### src/rtl/morse_char_sequencer.sv
// rtl/morse_char_sequencer.sv - ASCII to Morse pattern feeder with start/done handshake and gap timing
module morse_char_sequencer #(
  parameter int unsigned UNIT_CYCLES    = 6250000,
  parameter int unsigned CHAR_GAP_UNITS = 2,
  parameter int unsigned WORD_GAP_UNITS = 4
) (
  input  logic       i_Clock,
  input  logic       i_Rst_n,
  input  logic       i_Char_Valid,
  input  logic [7:0] i_Char,
  output logic       o_Char_Ready,
  output logic [4:0] o_Morse_Pattern,
  output logic [2:0] o_Morse_Length,
  output logic       o_Start,
  input  logic       i_Done,
  output logic       o_Busy,
  output logic       o_Unsupported
);

  typedef enum logic [1:0] {IDLE, SEND, RELEASE, GAP} state_t;

  localparam logic [22:0] CYC_LAST = 23'(UNIT_CYCLES - 1);

  state_t      state_q, state_d;
  logic [22:0] cyc_q, cyc_d;
  logic [2:0]  unit_q, unit_d;
  logic        start_d, unsup_d, load;
  logic [4:0]  map_pattern;
  logic [2:0]  map_length;
  logic        map_symbol, map_space;
  logic [7:0]  upper;
  logic [3:0]  digit;

  assign o_Busy       = (state_q != IDLE);
  assign o_Char_Ready = (state_q == IDLE) && i_Rst_n && !i_Done;

  // Letters are case-folded; digits follow the ITU run-of-dashes structure.
  always_comb begin
    map_pattern = '0;
    map_length  = '0;
    map_symbol  = 1'b0;
    map_space   = 1'b0;
    upper       = (i_Char >= 8'h61 && i_Char <= 8'h7A) ? i_Char - 8'h20 : i_Char;
    digit       = i_Char[3:0];
    if (upper >= 8'h41 && upper <= 8'h5A) begin
      map_symbol = 1'b1;
      case (upper)
        "A": {map_pattern, map_length} = {5'b01000, 3'd2};
        "B": {map_pattern, map_length} = {5'b10000, 3'd4};
        "C": {map_pattern, map_length} = {5'b10100, 3'd4};
        "D": {map_pattern, map_length} = {5'b10000, 3'd3};
        "E": {map_pattern, map_length} = {5'b00000, 3'd1};
        "F": {map_pattern, map_length} = {5'b00100, 3'd4};
        "G": {map_pattern, map_length} = {5'b11000, 3'd3};
        "H": {map_pattern, map_length} = {5'b00000, 3'd4};
        "I": {map_pattern, map_length} = {5'b00000, 3'd2};
        "J": {map_pattern, map_length} = {5'b01110, 3'd4};
        "K": {map_pattern, map_length} = {5'b10100, 3'd3};
        "L": {map_pattern, map_length} = {5'b01000, 3'd4};
        "M": {map_pattern, map_length} = {5'b11000, 3'd2};
        "N": {map_pattern, map_length} = {5'b10000, 3'd2};
        "O": {map_pattern, map_length} = {5'b11100, 3'd3};
        "P": {map_pattern, map_length} = {5'b01100, 3'd4};
        "Q": {map_pattern, map_length} = {5'b11010, 3'd4};
        "R": {map_pattern, map_length} = {5'b01000, 3'd3};
        "S": {map_pattern, map_length} = {5'b00000, 3'd3};
        "T": {map_pattern, map_length} = {5'b10000, 3'd1};
        "U": {map_pattern, map_length} = {5'b00100, 3'd3};
        "V": {map_pattern, map_length} = {5'b00010, 3'd4};
        "W": {map_pattern, map_length} = {5'b01100, 3'd3};
        "X": {map_pattern, map_length} = {5'b10010, 3'd4};
        "Y": {map_pattern, map_length} = {5'b10110, 3'd4};
        "Z": {map_pattern, map_length} = {5'b11000, 3'd4};
        default: {map_pattern, map_length} = '0;
      endcase
    end else if (i_Char >= 8'h30 && i_Char <= 8'h39) begin
      map_symbol = 1'b1;
      map_length = 3'd5;
      if (digit <= 4'd5) map_pattern = 5'b11111 >> digit;
      else               map_pattern = 5'b11111 << (4'd10 - digit);
    end else if (i_Char == 8'h20) begin
      map_space = 1'b1;
    end
  end

  always_comb begin
    state_d = state_q;
    start_d = o_Start;
    cyc_d   = cyc_q;
    unit_d  = unit_q;
    unsup_d = 1'b0;
    load    = 1'b0;
    case (state_q)
      IDLE: begin
        if (o_Char_Ready && i_Char_Valid) begin
          if (map_symbol) begin
            load    = 1'b1;
            start_d = 1'b1;
            state_d = SEND;
          end else if (map_space) begin
            cyc_d   = '0;
            unit_d  = 3'(WORD_GAP_UNITS);
            state_d = GAP;
          end else begin
            unsup_d = 1'b1;
          end
        end
      end
      SEND: begin
        if (i_Done) begin
          start_d = 1'b0;
          state_d = RELEASE;
        end
      end
      RELEASE: begin
        if (!i_Done) begin
          cyc_d   = '0;
          unit_d  = 3'(CHAR_GAP_UNITS);
          state_d = GAP;
        end
      end
      GAP: begin
        start_d = 1'b0;
        if (cyc_q == CYC_LAST) begin
          cyc_d = '0;
          // A zero unit count is treated as a single unit rather than wrapping.
          if (unit_q <= 3'd1) begin
            unit_d  = '0;
            state_d = IDLE;
          end else begin
            unit_d = unit_q - 3'd1;
          end
        end else begin
          cyc_d = cyc_q + 23'd1;
        end
      end
      default: state_d = IDLE;
    endcase
  end

  always_ff @(posedge i_Clock) begin
    if (!i_Rst_n) begin
      state_q         <= IDLE;
      cyc_q           <= '0;
      unit_q          <= '0;
      o_Start         <= 1'b0;
      o_Unsupported   <= 1'b0;
      o_Morse_Pattern <= '0;
      o_Morse_Length  <= '0;
    end else begin
      state_q       <= state_d;
      cyc_q         <= cyc_d;
      unit_q        <= unit_d;
      o_Start       <= start_d;
      o_Unsupported <= unsup_d;
      if (load) begin
        o_Morse_Pattern <= map_pattern;
        o_Morse_Length  <= map_length;
      end
    end
  end

endmodule

### config.mk
export PLATFORM = sky130hd
export DESIGN_NAME = morse_char_sequencer
export DESIGN_NICKNAME = d
export VERILOG_FILES = /design/src/rtl/morse_char_sequencer.sv
export SDC_FILE = /design/constraint.sdc
export NUM_CORES = 1
export LEC_CHECK = 0
export CAP_MARGIN = 20
export CORE_MARGIN = 2
export CORE_UTILIZATION = 45
export DETAILED_ROUTE_END_ITERATION = 12
export MAX_ROUTING_LAYER = met4
export PLACE_DENSITY = 0.63
export SYNTH_ARGS = -nofsm -noshare
export SYNTH_HDL_FRONTEND = slang
export SYNTH_SLANG_ARGS = --single-unit
### constraint.sdc
create_clock -name i_Clock -period 3.7 [get_ports i_Clock]
set_input_delay 0.37 -clock i_Clock [delete_from_list [all_inputs] [get_ports i_Clock]]
set_output_delay 0.37 -clock i_Clock [all_outputs]
set_load 0.05 [all_outputs]
==> impl_metrics.csv <==
group,metric,value,unit
clock_network,clock_sinks,38,
clock_network,cts_buffer_depth,2,
die,fp.dieH,81.2,um
logic_synthesis,yosys.area.top_type,"dfxtp_1",
layout,fillers,566,
die,initial_core_util,45.9,%
timing,min_period_over_period,81.3,%
global_route,grt_max_degree,23,
power_and_ir_drop,p_leak,1.25,nW
global_route,grt_pass1_vias,2158,
critical_path,cp.required,3890,ps
flow_run,max-cap-violations,0,
timing,rsz0062_at_grt,"false",
logic_synthesis,synth-edff-count,0,
clock_network,clkTransAtPathRegs,70,ps
logic_synthesis,synth_fa_ha_area_share,7.93,%
logic_synthesis,syn_area_per_cell,8.10,um2
critical_path,startpoint_type,"primary input",
routing,drt_first_iter_violations,171,
clock_network,clock-root-buffer,"clkbuf_8",
critical_path,slowest_delay,570,ps
global_route,grt_use_total,20.4,%
place,dpl.hpwl,4.61,mm
timing,hold_viol,0,
clock_network,cts_resized,0,
routing,final_antenna_net_count,0,
logic_synthesis,synth-simple-area-share,29.8,%
die,core_area,5850,um2
min_path,hold_path.class,"register to register",
logic_synthesis,netlist_instances,331,
place,gp_congestion,0.948,
layout,insertedDiodeCount,0,
clock_network,hold_buffers,0,
layout,multiInputGateArea,1780,um2
global_route,antenna_found_initial,0,
layout,regArea,761,um2
layout,nNetsFinal,380,
power_and_ir_drop,powerDensity,341,nW/um2
logic_synthesis,synth_compound_area_share,17.5,%
logic_synthesis,ys.flop_type,"dfxtp_1",
run_status,status,"completed",
logic_synthesis,synth_top_family_by_area,"simple AND/OR/NAND/NOR gates",
clock_network,htreeDepth,2,
place,io_buffers,23,
timing,clock_skew,6.02,ps
timing,timing.fmax,332,MHz
critical_path,worstPathArrival,3200,ps
routing,post_drt_wl_per_cell,14.6,um
routing,post-route-drc-count,0,
critical_path,crit_fanout,10,
timing,setup_viol,0,
critical_path,crit_chain,"clkdlybuf4s50_1 -> inv_1 -> ha_1 -> o21bai_1 -> a2111oi_0 -> nor2_1 -> a21oi_1 -> buf_4 -> o31ai_1 -> o221a_2",
logic_synthesis,synthXorXnorAreaFrac,7.18,%
timing,relSlewSlack,58.4,%
global_route,grt_pass1_wl,10.1,mm
logic_synthesis,synth.most_common_cell,"nor2_1",
logic_synthesis,ys_seq_elements,38,
critical_path,cp_slowest_cell,"clkdlybuf4s50_1",
critical_path,endpoint_kind,"register",
logic_synthesis,synthTopCellsByArea,"dfxtp_1 28%, ha_1 7.9%, xor2_1 6.2%",
die,rows,28,
logic_synthesis,syn_area,2680,um2
clock_network,cts_tree,"yes",
clock_network,clock_latency,300,ps
timing,tightest_slew,620,ps
clock_network,cts_buffers,5,
layout,drive_gt1_share,9.38,%
critical_path,critical_path_class,"primary input to register",
global_route,gr-total-overflow,0,
routing,routed_via_density,5.75,
routing,dr.pass1.iters,4,
power_and_ir_drop,ir_worst_vdd,256,uV
logic_synthesis,synth_seq_area_share,28.4,%
critical_path,critPathTopFamily,"compound AO/OA/AOI/OAI gates",
logic_synthesis,synth_nets,360,
timing,tns,0,ps
logic_synthesis,synth-async-reset-ratio,0,%
logic_synthesis,synth_mux_area_share,3.96,%
die,die_area,6600,um2
routing,totalWireLength,6.24,mm
critical_path,crit_buf_inv,3,
timing,maxSlewViolCount,0,
power_and_ir_drop,total_power,1.07,mW
timing,period_needed,3010,ps
die,die_width,81.2,um
logic_synthesis,synth_top_area_share,28.4,%
logic_synthesis,ys_warn_count,0,
routing,vias,2456,
layout,syn_to_final_growth,16.5,%
clock_network,cts_setup_buffers,0,
logic_synthesis,yosysUniqueCellTypes,63,
die,ios,24,
logic_synthesis,yosys-top-cells-count,"39 x nor2_1, 38 x dfxtp_1, 29 x nand2_1, 19 x xor2_1, 17 x ha_1",
[cell type report]
| cell class | count | area share (%) |
|---|---|---|
| Tap cell | 75 | 3.00 |
| Multi-Input combinational cell | 259 | 57.0 |
| Clock inverter | 2 | 1.92 |
| Inverter | 17 | 2.04 |
| Clock buffer | 6 | 2.64 |
| Sequential cell | 38 | 24.3 |
| Timing Repair Buffer | 30 | 9.05 |
[worst paths after layout]
check,slack (ps),cells after the start,endpoint,from
worst min-delay path,470,2,o_Start,o_Start
worst max-delay path,690,10,o_Morse_Pattern[4],i_Char[0]
worst max register to register,1330,9,cyc_q[15],state_q[0]
worst min register to register,470,2,o_Start,o_Start
[power breakdown]
group / leakage (nW) / switching, mW / internal, mW / total (mW)
clock network: 0.0714 / 0.150 / 0.288 / 0.437
logic: 0.870 / 0.129 / 0.0806 / 0.209
registers: 0.306 / 0.00470 / 0.416 / 0.420
[through the flow]
step	utilization, %	area [um2]	hold WS [ps]	std cells	setup slack (ps)
2_1_floorplan	-	2680	456	331	986
3_3_place_gp	51.0	2980	456	419	508
3_5_place_dp	51.0	2980	454	419	424
4_1_cts	53.4	3130	472	427	716
5_1_grt	53.4	3130	505	427	530
6_report	53.4	3130	468	427	690
[tightest hold or removal path: stages, from the launching register on]
cell and delay, ps:
dfxtp_1 310, nand2_1 50, mux2i_1 60
[placed cells by master, fill, tap and decap left out, drive strengths merged, types with 3 or more instances in the layout]
cell type,instances
o31a,3
a31oi,3
buf,7
ha,17
and3,6
inv,16
nor2,39
mux2i,5
nor2b,8
clkbuf,6
nand4,16
and2,3
xnor2,3
clkdlybuf4s50,23
o21a,3
nand3,12
xor2,19
nor4b,3
o211ai,6
nand2,30
o221a,3
nand2b,7
mux2,3
a21oi,16
o21ai,9
nor3,6
dfxtp,38
o22ai,3
[routing by layer]
metal | vias to the layer above | GRT usage, % | share of wire (%)
met4 | 0 | 4.58 | 1.5
met3 | 10 | 5.78 | 5.5
li1 | 1233 | - | -
met5 | - | - | 0
met1 | 1141 | 27.3 | 48
met2 | 72 | 30.7 | 45
[logic make-up (layout without fill, tap and decap cells)]
family,Yosys count,in the layout
AND/OR/NAND/NOR,145,145
XOR/XNOR,22,22
multiplexers,9,9
flip-flops,38,38
AO/OA/AOI/OAI,66,66
buffers and inverters,34,55
adder cells (fa/ha/maj),17,17
[sequential cells by signal, indices dropped and copies added, names as in the netlist]
name,cells
cyc_q,23
o_Morse_Length,3
o_Morse_Pattern,5
o_Start,1
o_Unsupported,1
state_q,2
unit_q,3
(Power assumes the default switching activity.)
